File: src/rtl/writeback_arbiter.sv
// Writeback stage arbiter: merges the ALU result stream with buffered load returns onto
// the single register-file write port and keeps a busy scoreboard for outstanding loads.
module writeback_arbiter #(
    parameter int FIFO_DEPTH = 2
) (
    input  logic        clock,
    input  logic        reset,
    input  logic        alu_valid,
    input  logic [4:0]  alu_rd,
    input  logic [31:0] alu_data,
    input  logic        load_issue_valid,
    input  logic [4:0]  load_issue_rd,
    input  logic        load_valid,
    input  logic [4:0]  load_rd,
    input  logic [31:0] load_data,
    output logic        load_ready,
    output logic        wb_write_enable,
    output logic [4:0]  wb_addr_rd,
    output logic [31:0] wb_data_rd,
    input  logic [4:0]  query_rs1,
    input  logic [4:0]  query_rs2,
    output logic        rs1_busy,
    output logic        rs2_busy,
    output logic [31:0] busy_mask,
    output logic        waw_error
);

    localparam int PTR_W = (FIFO_DEPTH > 1) ? $clog2(FIFO_DEPTH) : 1;
    localparam int CNT_W = $clog2(FIFO_DEPTH) + 1;

    logic [4:0]       fifo_rd   [FIFO_DEPTH];
    logic [31:0]      fifo_data [FIFO_DEPTH];
    logic [PTR_W-1:0] head_ptr;
    logic [PTR_W-1:0] tail_ptr;
    logic [CNT_W-1:0] count;
    logic [CNT_W-1:0] count_next;
    logic [31:0]      busy;
    logic [31:0]      busy_next;
    logic             wb_is_load;
    logic             accept;
    logic             drain;

    // Ready looks only at the start-of-cycle count, so a full FIFO never accepts even if it drains.
    assign load_ready = (count < CNT_W'(FIFO_DEPTH));
    assign accept     = load_valid & load_ready;
    assign drain      = ~alu_valid & (count != '0);

    assign busy_mask = busy;
    assign rs1_busy  = busy[query_rs1];
    assign rs2_busy  = busy[query_rs2];

    always_comb begin
        count_next = count;
        case ({accept, drain})
            2'b10:   count_next = count + CNT_W'(1);
            2'b01:   count_next = count - CNT_W'(1);
            default: count_next = count;
        endcase
    end

    // A load's busy bit drops at the edge that finishes its register-file write; a new issue wins.
    always_comb begin
        busy_next = busy;
        if (wb_is_load && wb_write_enable) begin
            busy_next[wb_addr_rd] = 1'b0;
        end
        if (load_issue_valid && (load_issue_rd != 5'd0)) begin
            busy_next[load_issue_rd] = 1'b1;
        end
        busy_next[0] = 1'b0;
    end

    always_ff @(posedge clock) begin
        if (!reset && accept) begin
            fifo_rd[tail_ptr]   <= load_rd;
            fifo_data[tail_ptr] <= load_data;
        end
    end

    always_ff @(posedge clock) begin
        if (reset) begin
            head_ptr <= '0;
            tail_ptr <= '0;
            count    <= '0;
            busy     <= '0;
        end else begin
            if (accept) begin
                tail_ptr <= tail_ptr + PTR_W'(1);
            end
            if (drain) begin
                head_ptr <= head_ptr + PTR_W'(1);
            end
            count <= count_next;
            busy  <= busy_next;
        end
    end

    // ALU always owns the port when valid; x0 destinations still move data but never write.
    always_ff @(posedge clock) begin
        if (reset) begin
            wb_write_enable <= 1'b0;
            wb_addr_rd      <= 5'd0;
            wb_data_rd      <= 32'd0;
            wb_is_load      <= 1'b0;
        end else if (alu_valid) begin
            wb_write_enable <= (alu_rd != 5'd0);
            wb_addr_rd      <= alu_rd;
            wb_data_rd      <= alu_data;
            wb_is_load      <= 1'b0;
        end else if (drain) begin
            wb_write_enable <= (fifo_rd[head_ptr] != 5'd0);
            wb_addr_rd      <= fifo_rd[head_ptr];
            wb_data_rd      <= fifo_data[head_ptr];
            wb_is_load      <= 1'b1;
        end else begin
            wb_write_enable <= 1'b0;
            wb_is_load      <= 1'b0;
        end
    end

    always_ff @(posedge clock) begin
        if (reset) begin
            waw_error <= 1'b0;
        end else if (alu_valid && (alu_rd != 5'd0) && busy[alu_rd]) begin
            waw_error <= 1'b1;
        end
    end

endmodule

File: config.mk
export PLATFORM = sky130hd
export DESIGN_NAME = writeback_arbiter
export DESIGN_NICKNAME = d
export VERILOG_FILES = /design/src/rtl/writeback_arbiter.sv
export SDC_FILE = /design/constraint.sdc
export NUM_CORES = 1
export LEC_CHECK = 0
export ABC_AREA = 0
export ABC_CLOCK_PERIOD_IN_PS = 10300
export CORE_UTILIZATION = 50
export DETAILED_ROUTE_END_ITERATION = 8
export PLACE_DENSITY = 0.92
export SLEW_MARGIN = 20
export SYNTH_ARGS = -nofsm -noshare
export SYNTH_HDL_FRONTEND = slang
export SYNTH_SLANG_ARGS = --single-unit
File: constraint.sdc
create_clock -name clock -period 10.3 [get_ports clock]
set_clock_uncertainty 0.1 [all_clocks]
set_input_delay 1.545 -clock clock [delete_from_list [all_inputs] [get_ports clock]]
set_output_delay 1.545 -clock clock [all_outputs]
set_load 0.02 [all_outputs]
* Word level (Yosys, flattened, before mapping)
Memories as Yosys holds them, arrays and structs flattened. A register that Yosys moved wholly into a read port is not among the register bits.
Index checks and enable logic that the tools add are counted.
** Word-level totals
- Output and inout port bits :: 74
- Memories :: 2
- Bits in registers :: 76
- Bits in writable memories :: 74
- Bits of input ports :: 94
- Logic and storage cells :: 73
** Cells by class
- Bitwise gates (word level) :: 6
- Equal/unequal tests :: 2
- Multiplexer cells :: 26
- Reductions and logical operators :: 15
- Order comparisons :: 8
- Add/subtract/negate cells :: 4
** Memories
- fifo_data :: depth 2, width 32, rd ports 1, clocked after memory_dff 1, wr ports 1, RTL line 32 : logic [31:0] fifo_data [FIFO_DEPTH];
- fifo_rd :: depth 2, width 5, rd ports 1, clocked after memory_dff 1, wr ports 1, RTL line 31 : logic [4:0] fifo_rd [FIFO_DEPTH];
** Operators with widths (number)
- 32-bit 2-to-1 mux :: 4
- 32-bit AND :: 1
- 32-bit inverter :: 1
- 32-bit OR :: 1
- 5-bit by 6-bit less-than comparator with 1-bit output, second input constant :: 5
- 1-bit binary-select mux with 5-bit select :: 3
- 5-bit nonzero test :: 3
- 1-bit 2-to-1 mux :: 14
- 1-bit demux with 5-bit select :: 2
- 5-bit by 1-bit >= comparator with 1-bit output, second input constant :: 2
- 5-bit 2-to-1 mux :: 2
- 1-bit logical AND :: 7
- 2-bit nonzero test :: 3
- 2-bit case mux with 2 select lines :: 1
- 1-bit adder, second input constant :: 2
- 2-bit by 1-bit adder with 2-bit output, second input constant :: 1
- 1-bit AND :: 2
- 2-bit by 1-bit == test with 1-bit output, second input constant :: 1
- 2-bit == test, second input constant :: 1
- 2-bit less-than comparator, second input constant :: 1
- 2-bit OR reduction :: 1
- 2-bit by 1-bit subtractor with 2-bit output, second input constant :: 1
- 1-bit logical NOT :: 1
- 1-bit inverter :: 1

* Longest topological paths before layout
Gate-level depths: netlist (run 1).
- Depth after elaboration :: 9
- Gate-level depth with buffers :: 7
- Mapped depth without buffers :: 6

* Worst setup path before layout (run 1)
OpenSTA, ideal clock, no wires.
- Path kind :: input to register
- Start point :: in reset
- End point :: mem fifo_data[1][0], enable pin
- Setup slack :: 5.052 ns
- Required time :: 9.715 ns
- Path buffers :: 2
- Data arrival time :: 4.663 ns
- Cell stages on the path :: 3
- Setup time :: 0.485 ns
- Cell sequence :: clkbuf_1 -> clkbuf_1 -> nor3b_1
** On the way
- Cells in the longest elaborated chain, start to end :: 4
** Ends and longest elaborated chain
- from (decl) :: RTL line 7 : input logic reset,
- 1-bit logical NOT :: RTL line 74 : if (!reset && accept) begin
- 1-bit logical AND :: RTL line 74
- 1-bit 2-to-1 mux :: RTL line 74
- 1-bit 2-to-1 mux (not written as such) :: RTL line 76 : fifo_data[tail_ptr] <= load_data;
- to (decl) :: RTL line 32
No other way between the ends.

* Worst setup path in the final report (run 1)
- Start point :: in query_rs1[1]
- End point :: out rs1_busy
** On the way
- Cells in the longest elaborated chain, start to end :: 2
** Ends and longest elaborated chain
- from (decl) :: RTL line 20 : input logic [4:0] query_rs1,
- 1-bit binary-select mux with 5-bit select :: RTL line 49 : assign rs1_busy = busy[query_rs1];
- 1-bit 2-to-1 mux (not written as such) :: RTL line 49
- to (decl) :: RTL line 22 : output logic rs1_busy,
No other way between the ends. The select of a mux whose other input is x is not followed.

==> results of run 1 <==
-- per-layer routing --
layer	routed length, um	track usage (%)	part of all wire, %
met1	6547	32.80	35
met2	9517	49.72	51
met3	1962	7.213	11
met4	487	10.77	2.6
met5	0	0	0
-- synth_stat cells (all sizes together) (2+ instances only) --
cell | instances | area share [%]
a21oi | 47 | 3.7
or3 | 4 | 0.38
nand4b | 2 | 0.27
clkbuf | 29 | 1.7
xnor2 | 2 | 0.27
a22oi | 2 | 0.23
mux2 | 28 | 4.8
buf | 10 | 1.1
a222oi | 24 | 3.7
mux4 | 20 | 7.1
a211o | 2 | 0.27
nand3b | 6 | 0.69
nor2 | 37 | 2.1
nor3b | 5 | 0.58
nor3 | 5 | 0.46
o21ai | 48 | 3.7
and3 | 2 | 0.19
nand3 | 2 | 0.15
dfxtp | 76 | 23
xor2 | 2 | 0.27
a31oi | 4 | 0.38
mux2i | 27 | 4.2
edfxtp | 74 | 34
nand2 | 82 | 4.7
-- final timing paths --
kind	endpoint	cells past startpoint	from
max	rs1_busy	6	query_rs1[1]
min	wb_data_rd[14]$_SDFFE_PP0P_	2	wb_data_rd[14]$_SDFFE_PP0P_
max reg2reg	fifo_data[1][19]$_DFFE_PP_	4	count[1]$_SDFFE_PP0P_
min reg2reg	wb_data_rd[14]$_SDFFE_PP0P_	2	wb_data_rd[14]$_SDFFE_PP0P_
-- power breakdown --
group	internal [W]	leakage (nW)	switching, W
Sequential	0.000698	1.30	0.0000674
Combinational	0.000185	1.43	0.000199
Clock	0.000390	0.301	0.000237
-- metrics by stage --
stage	instance area [sq um]	std cells	power (W)	hold WS (ns)
final	8860	888	0.001775	0.3532
after global routing	8860	888	0.001842	0.3796
after CTS	8855	888	0.001778	0.3533
after detailed placement	8247	856	0.001149	0.3451
after global placement	8247	856	0.001128	0.3438
after floorplan	6511	553	0.0009868	0.3813
-- cell type report --
class	count	area (sq um)	area share, %
clock buffers	23	493.0	5.564
clock inverters	9	115.1	1.299
inverters	1	3.754	0.04237
multi-input cells	363	2606	29.42
flip-flops and latches	150	3745	42.27
well taps	172	215.2	2.429
repair buffers	170	1682	18.98
-- flip-flops by register name (all words and copies together), names as in the netlist, named ones only --
signal           flops
wb_addr_rd           5
tail_ptr             1
wb_is_load           1
wb_write_enable      1
head_ptr             1
fifo_data           64
wb_data_rd          32
fifo_rd             10
waw_error            1
busy_mask           31
count                2
-- worst min-delay path, cell delays in order (launching register included) --
cell	delay (ns)
dfxtp_1	0.30
nand2_1	0.05
a21oi_1	0.05
-- logic make-up after synthesis --
group,count (synthesis)
compound gates,129
xor+xnor,4
fa+ha+maj,1
buf+inv,40
flops,150
mux,75
other cells,1
simple gates,153
==> flow_summary.html, run 1 <==
<table>
<tr><th>Metric</th><th>Value</th></tr>
<tr><th colspan="2">Place</th></tr>
<tr><td>Worst setup timing slack at the placement stage</td><td>4.619 ns</td></tr>
<tr><td>IO buf count</td><td>166</td></tr>
<tr><td>Final HPWL DP</td><td>12170 um</td></tr>
<tr><td>RePlAce Congestion</td><td>0.9467</td></tr>
<tr><th colspan="2">Global route</th></tr>
<tr><td>Vias in the first global route</td><td>5405</td></tr>
<tr><td>Maximum number of pins on one net before global-route repair</td><td>79</td></tr>
<tr><td>Antenna violations before repair</td><td>0</td></tr>
<tr><td>Overall fraction of global-route tracks in use</td><td>28.10%</td></tr>
<tr><td>Overflow left after global routing</td><td>0</td></tr>
<tr><td>Global-route wire length before repair</td><td>28250 um</td></tr>
<tr><th colspan="2">Synth</th></tr>
<tr><td>Synthesized instance count</td><td>553</td></tr>
<tr><td>Number of synthesized register bits</td><td>150</td></tr>
<tr><td>Warning count from the yosys run</td><td>0</td></tr>
<tr><td>Multiplexer share of the synthesized area</td><td>16.14%</td></tr>
<tr><td>Post-synthesis instance area</td><td>6511 sq um</td></tr>
<tr><td>Fraction of synthesis flops using an asynchronous set or reset pin</td><td>0%</td></tr>
<tr><td>Synth Flop Type</td><td>dfxtp_1</td></tr>
<tr><td>Fraction of the mapped netlist area in simple logic gates</td><td>10.53%</td></tr>
<tr><td>Number of unique standard cell types used by synthesis</td><td>43</td></tr>
<tr><td>Complex-gate fraction of the synthesized area</td><td>12.20%</td></tr>
<tr><td>Post-Syn Area per Cell</td><td>11.77 sq um</td></tr>
<tr><td>Post-Synthesis Net Count</td><td>648</td></tr>
<tr><td>Number of synthesized flops with an enable pin</td><td>74</td></tr>
<tr><td>Main combinational cell family by area after synthesis</td><td>multiplexers</td></tr>
<tr><td>Post-Synth XOR/XNOR Area</td><td>0.5380%</td></tr>
<tr><td>Sequential share of the synthesized area</td><td>57.49%</td></tr>
<tr><td>Adder and majority cell fraction of the synthesized area</td><td>0.1922%</td></tr>
<tr><th colspan="2">Clock tree</th></tr>
<tr><td>Cell at the root of the clock tree</td><td>clkbuf_16</td></tr>
<tr><td>Post-CTS Resized</td><td>0</td></tr>
<tr><td>Post-CTS setup buffers</td><td>0</td></tr>
<tr><td>Clock transition at the register clock pins on the worst setup and hold paths after CTS</td><td>0.05 ns</td></tr>
<tr><td>CTS tree</td><td>done</td></tr>
<tr><td>Level count of the clock H-tree</td><td>4</td></tr>
<tr><td>Post-cts hold buffer count</td><td>0</td></tr>
<tr><td>Clock latency reported for the late side of the worst-skew pair</td><td>0.41 ns</td></tr>
<tr><td>Number of buffers added by the clock tree synthesis step</td><td>17</td></tr>
<tr><td>Clock tree buffer depth</td><td>2</td></tr>
<tr><td>Number of clock sinks</td><td>150</td></tr>
<tr><th colspan="2">Critical path</th></tr>
<tr><td>Type of the worst setup path</td><td>input port to output pin</td></tr>
<tr><td>Slowest library cell on the worst path</td><td>clkdlybuf4s50_1</td></tr>
<tr><td>Critical path data required time</td><td>8.66 ns</td></tr>
<tr><td>Launching element type of the critical path</td><td>input port</td></tr>
<tr><td>Largest stage delay on the critical path</td><td>0.80 ns</td></tr>
<tr><td>Kind of end point of the critical path</td><td>output pin</td></tr>
<tr><td>Maximum fanout along the worst path</td><td>10</td></tr>
<tr><td>Cells along the critical path</td><td>clkdlybuf4s50_1, mux4_2, mux4_2, nand2_1, o21ai_1, clkdlybuf4s50_1</td></tr>
<tr><td>Worst path bufs/invs</td><td>2</td></tr>
<tr><td>Register-to-register setup slack</td><td>7.95 ns</td></tr>
<tr><td>Worst path top cell family by delay</td><td>buffers and inverters</td></tr>
<tr><td>Arrival time of the worst setup path</td><td>4.04 ns</td></tr>
<tr><th colspan="2">STA</th></tr>
<tr><td>Final worst slack</td><td>4.617 ns</td></tr>
<tr><td>Final slew viol count</td><td>0</td></tr>
<tr><td>Final hold vios</td><td>0</td></tr>
<tr><td>Worst Max-Slew Pin Slew</td><td>1.147 ns</td></tr>
<tr><td>Count of final setup violators</td><td>0</td></tr>
<tr><td>Setup tns final</td><td>0 ns</td></tr>
<tr><td>F_max</td><td>0.1760 GHz</td></tr>
<tr><td>Max-Slew Margin vs Limit</td><td>23.35%</td></tr>
<tr><td>Crit path time final</td><td>5.683 ns</td></tr>
<tr><td>Setup repair after global routing missed its margin</td><td>false</td></tr>
<tr><td>Final period util</td><td>55.18%</td></tr>
<tr><th colspan="2">Finish</th></tr>
<tr><td>Relative area change from synthesis to final layout</td><td>36.07%</td></tr>
<tr><td>Most frequent standard cell in the layout excluding fill and tap cells</td><td>clkdlybuf4s50_1</td></tr>
<tr><td>Filler cell count in the final layout</td><td>854</td></tr>
<tr><td>NumNets Final</td><td>798</td></tr>
<tr><td>Number of inserted diodes</td><td>0</td></tr>
<tr><td>Share of layout cells above drive strength 1</td><td>12.43%</td></tr>
<tr><td>Fraction of the core area covered by cells at the end of the flow</td><td>69.92%</td></tr>
<tr><td>Top library cells by usage in the layout, fill and taps aside</td><td>clkdlybuf4s50_1, nand2_1, dfxtp_1, edfxtp_1</td></tr>
<tr><th colspan="2">Route</th></tr>
<tr><td>Count of unresolved DRC violations after routing</td><td>0</td></tr>
<tr><td>Vias per inst</td><td>6.155</td></tr>
<tr><td>Average routed wire per standard cell</td><td>20.85 um</td></tr>
<tr><td>1st-iter DRT viols</td><td>566</td></tr>
<tr><td>ANT nets after route</td><td>0</td></tr>
<tr><td>DRT Pass-1 Iters</td><td>8</td></tr>
<tr><td>Total via count in the routed design</td><td>5466</td></tr>
<tr><td>Final wirelength</td><td>18510 um</td></tr>
<tr><th colspan="2">Pwr</th></tr>
<tr><td>Pwr/cell area</td><td>200.4 nW/um^2</td></tr>
<tr><td>P_leak</td><td>3.031 nW</td></tr>
<tr><td>Maximum vdd drop</td><td>0.1659 mV</td></tr>
<tr><th colspan="2">Floorplan</th></tr>
<tr><td>Overall die area</td><td>13480 sq um</td></tr>
<tr><td>Number of placement rows</td><td>41</td></tr>
<tr><td>Height of the chip</td><td>116.1 um</td></tr>
<tr><td>Floorplan Core Area</td><td>12670 sq um</td></tr>
<tr><td>Floorplan die width</td><td>116.1 um</td></tr>
<tr><td>Top Ports</td><td>168</td></tr>
<tr><td>Initial cell density of the core</td><td>51.39%</td></tr>
<tr><th colspan="2">Min path</th></tr>
<tr><td>Class of the worst hold path</td><td>flip-flop to flip-flop</td></tr>
<tr><th colspan="2">Run status</th></tr>
<tr><td>Status</td><td>complete, no violations</td></tr>
<tr><th colspan="2">Run</th></tr>
<tr><td>Max-capacitance violation count</td><td>0</td></tr>
</table>
No activity file was read; power rests on OpenSTA's default activity.
==> run 2, diff against run 1 <==
- ABC_CLOCK_PERIOD_IN_PS: 10300 -> 4600
- CORE_UTILIZATION: 50 -> 44
- PLACE_DENSITY: 0.92 -> 0.86
- clock period: 10.3 -> 4.6 ns (I/O delays scaled with it)
==> flow_summary.html, run 2 (synthesis gave the netlist of run 1 again) <==
<table>
<tr><th>Metric</th><th>Value</th></tr>
<tr><th colspan="2">Clock tree</th></tr>
<tr><td>Number of clock sinks</td><td>150</td></tr>
<tr><td>CTS tree</td><td>done</td></tr>
<tr><td>Clock transition at the register clock pins on the worst setup and hold paths after CTS</td><td>0.05 ns</td></tr>
<tr><td>Clock latency reported for the late side of the worst-skew pair</td><td>0.42 ns</td></tr>
<tr><td>Clock tree buffer depth</td><td>2</td></tr>
<tr><td>Post-CTS Resized</td><td>0</td></tr>
<tr><td>Post-CTS setup buffers</td><td>0</td></tr>
<tr><td>Post-cts hold buffer count</td><td>0</td></tr>
<tr><td>Level count of the clock H-tree</td><td>4</td></tr>
<tr><td>Number of buffers added by the clock tree synthesis step</td><td>17</td></tr>
<tr><td>Cell at the root of the clock tree</td><td>clkbuf_16</td></tr>
<tr><th colspan="2">Floorplan</th></tr>
<tr><td>Number of placement rows</td><td>44</td></tr>
<tr><td>Floorplan die width</td><td>123.7 um</td></tr>
<tr><td>Height of the chip</td><td>123.7 um</td></tr>
<tr><td>Top Ports</td><td>168</td></tr>
<tr><td>Overall die area</td><td>15290 sq um</td></tr>
<tr><td>Initial cell density of the core</td><td>44.97%</td></tr>
<tr><td>Floorplan Core Area</td><td>14480 sq um</td></tr>
<tr><th colspan="2">Route</th></tr>
<tr><td>Count of unresolved DRC violations after routing</td><td>0</td></tr>
<tr><td>Vias per inst</td><td>5.939</td></tr>
<tr><td>Average routed wire per standard cell</td><td>19.96 um</td></tr>
<tr><td>Final wirelength</td><td>17980 um</td></tr>
<tr><td>DRT Pass-1 Iters</td><td>8</td></tr>
<tr><td>Total via count in the routed design</td><td>5351</td></tr>
<tr><td>1st-iter DRT viols</td><td>546</td></tr>
<tr><td>ANT nets after route</td><td>0</td></tr>
<tr><th colspan="2">Finish</th></tr>
<tr><td>Most frequent standard cell in the layout excluding fill and tap cells</td><td>clkdlybuf4s50_1</td></tr>
<tr><td>Max reg flops</td><td>64</td></tr>
<tr><td>Fin area</td><td>8850 sq um</td></tr>
<tr><td>Number of inserted diodes</td><td>0</td></tr>
<tr><td>Number of non-filler instances in the completed layout</td><td>901</td></tr>
<tr><td>NumNets Final</td><td>799</td></tr>
<tr><td>Relative area change from synthesis to final layout</td><td>35.91%</td></tr>
<tr><td>Top library cells by usage in the layout, fill and taps aside</td><td>clkdlybuf4s50_1, nand2_1, dfxtp_1, edfxtp_1</td></tr>
<tr><td>Most flop-heavy register</td><td>fifo_data</td></tr>
<tr><td>Share of layout cells above drive strength 1</td><td>12.13%</td></tr>
<tr><th colspan="2">Pwr</th></tr>
<tr><td>Pwr/cell area</td><td>436.9 nW/um^2</td></tr>
<tr><td>Maximum vdd drop</td><td>0.2815 mV</td></tr>
<tr><td>P_leak</td><td>3.016 nW</td></tr>
<tr><th colspan="2">Global route</th></tr>
<tr><td>Overflow left after global routing</td><td>0</td></tr>
<tr><td>Global-route wire length before repair</td><td>27650 um</td></tr>
<tr><td>Maximum number of pins on one net before global-route repair</td><td>76</td></tr>
<tr><td>Overall fraction of global-route tracks in use</td><td>24.51%</td></tr>
<tr><td>Vias in the first global route</td><td>5291</td></tr>
<tr><td>Antenna violations before repair</td><td>0</td></tr>
<tr><th colspan="2">Critical path</th></tr>
<tr><td>Reg2Reg Depth</td><td>4</td></tr>
<tr><td>Register-to-register setup slack</td><td>2.35 ns</td></tr>
<tr><td>End of the worst register-to-register path</td><td>fifo_data[1][27]$_DFFE_PP_</td></tr>
<tr><td>Critical path launch point</td><td>query_rs1[1]</td></tr>
<tr><td>Launching element type of the critical path</td><td>input port</td></tr>
<tr><td>Kind of end point of the critical path</td><td>output pin</td></tr>
<tr><td>Critical path data required time</td><td>3.81 ns</td></tr>
<tr><td>Maximum fanout along the worst path</td><td>10</td></tr>
<tr><td>Type of the worst setup path</td><td>input port to output pin</td></tr>
<tr><td>Startpoint of the worst-slack reg-to-reg timing path</td><td>count[1]$_SDFFE_PP0P_</td></tr>
<tr><td>Arrival time of the worst setup path</td><td>3.19 ns</td></tr>
<tr><th colspan="2">Min path</th></tr>
<tr><td>Worst min-delay path endpoint</td><td>wb_data_rd[2]$_SDFFE_PP0P_</td></tr>
<tr><td>Startpoint of the lowest-slack hold path</td><td>wb_data_rd[2]$_SDFFE_PP0P_</td></tr>
<tr><td>Worst Hold Path Cells</td><td>2</td></tr>
<tr><td>Class of the worst hold path</td><td>flip-flop to flip-flop</td></tr>
<tr><th colspan="2">Run status</th></tr>
<tr><td>Status</td><td>complete, no violations</td></tr>
<tr><th colspan="2">STA</th></tr>
<tr><td>Final slew viol count</td><td>0</td></tr>
<tr><td>Worst Max-Slew Pin Slew</td><td>1.095 ns</td></tr>
<tr><td>Setup repair after global routing missed its margin</td><td>false</td></tr>
<tr><td>F_max</td><td>0.2510 GHz</td></tr>
<tr><td>Final hold vios</td><td>0</td></tr>
<tr><td>Max-Slew Margin vs Limit</td><td>26.68%</td></tr>
<tr><td>Setup tns final</td><td>0 ns</td></tr>
<tr><td>Final period util</td><td>86.62%</td></tr>
<tr><td>Worst Hold Slack</td><td>0.3509 ns</td></tr>
<tr><td>Count of final setup violators</td><td>0</td></tr>
<tr><td>Crit path time final</td><td>3.984 ns</td></tr>
<tr><th colspan="2">Place</th></tr>
<tr><td>Post-Place Cells</td><td>869</td></tr>
<tr><td>Final HPWL DP</td><td>12330 um</td></tr>
<tr><td>Placed cell areas</td><td>8294 sq um</td></tr>
<tr><td>IO buf count</td><td>166</td></tr>
<tr><td>RePlAce Congestion</td><td>0.9362</td></tr>
<tr><th colspan="2">Run</th></tr>
<tr><td>Max-capacitance violation count</td><td>0</td></tr>
</table>
-- run 2: critical path, stage by stage --
cell,delay [ns]
clkdlybuf4s50_1,0.78
mux4_2,0.58
mux4_2,0.47
nand2_1,0.07
o21ai_1,0.06
clkdlybuf4s50_1,0.53
-- run 2: worst max-delay path by stage --
stage	to	cells after the start	slack [ns]
global placement	rs1_busy	6	0.70
detailed placement	rs1_busy	6	0.64
floorplan	fifo_data[1][0]$_DFFE_PP_	3	0.21
CTS	rs1_busy	6	0.63
finish	rs1_busy	6	0.62
global route	rs1_busy	6	0.56
-- run 2: area by class of cell --
class                      instances  area [sq um]
clock buffer                      19         442.9
multi-input combinational        363          2601
clock inverter                    13         112.6
sequential                       150          3745
tap                              184         230.2
timing repair buffer             171          1714
inverter                           1         3.754
fill                            1117          5629
-- run 2: per-stage QoR --
step | worst slack, ns | utilization, % | power (W)
after global routing | 0.5566 | 61.12 | 0.004026
after CTS | 0.6251 | 61.12 | 0.003887
after global placement | 0.6986 | 57.28 | 0.002550
final | 0.6155 | 61.12 | 0.003867
after floorplan | 0.2068 | - | 0.002210
after detailed placement | 0.6410 | 57.28 | 0.002588
-- run 2: metal layers --
metal	global-route usage, %	routed length (um)	share of wire [%]	up-vias
met5	0	0	0	-
met4	13.25	637	3.5	0
met3	5.723	1669	9.3	61
met2	41.46	8858	49	324
met1	28.77	6816	38	2571
li1	-	-	-	2395
-- run 2: power by group --
group	total, W	internal [W]	switching [W]
Sequential	0.00171	0.00156	0.000151
Combinational	0.000854	0.000423	0.000431
Clock	0.00130	0.000797	0.000504
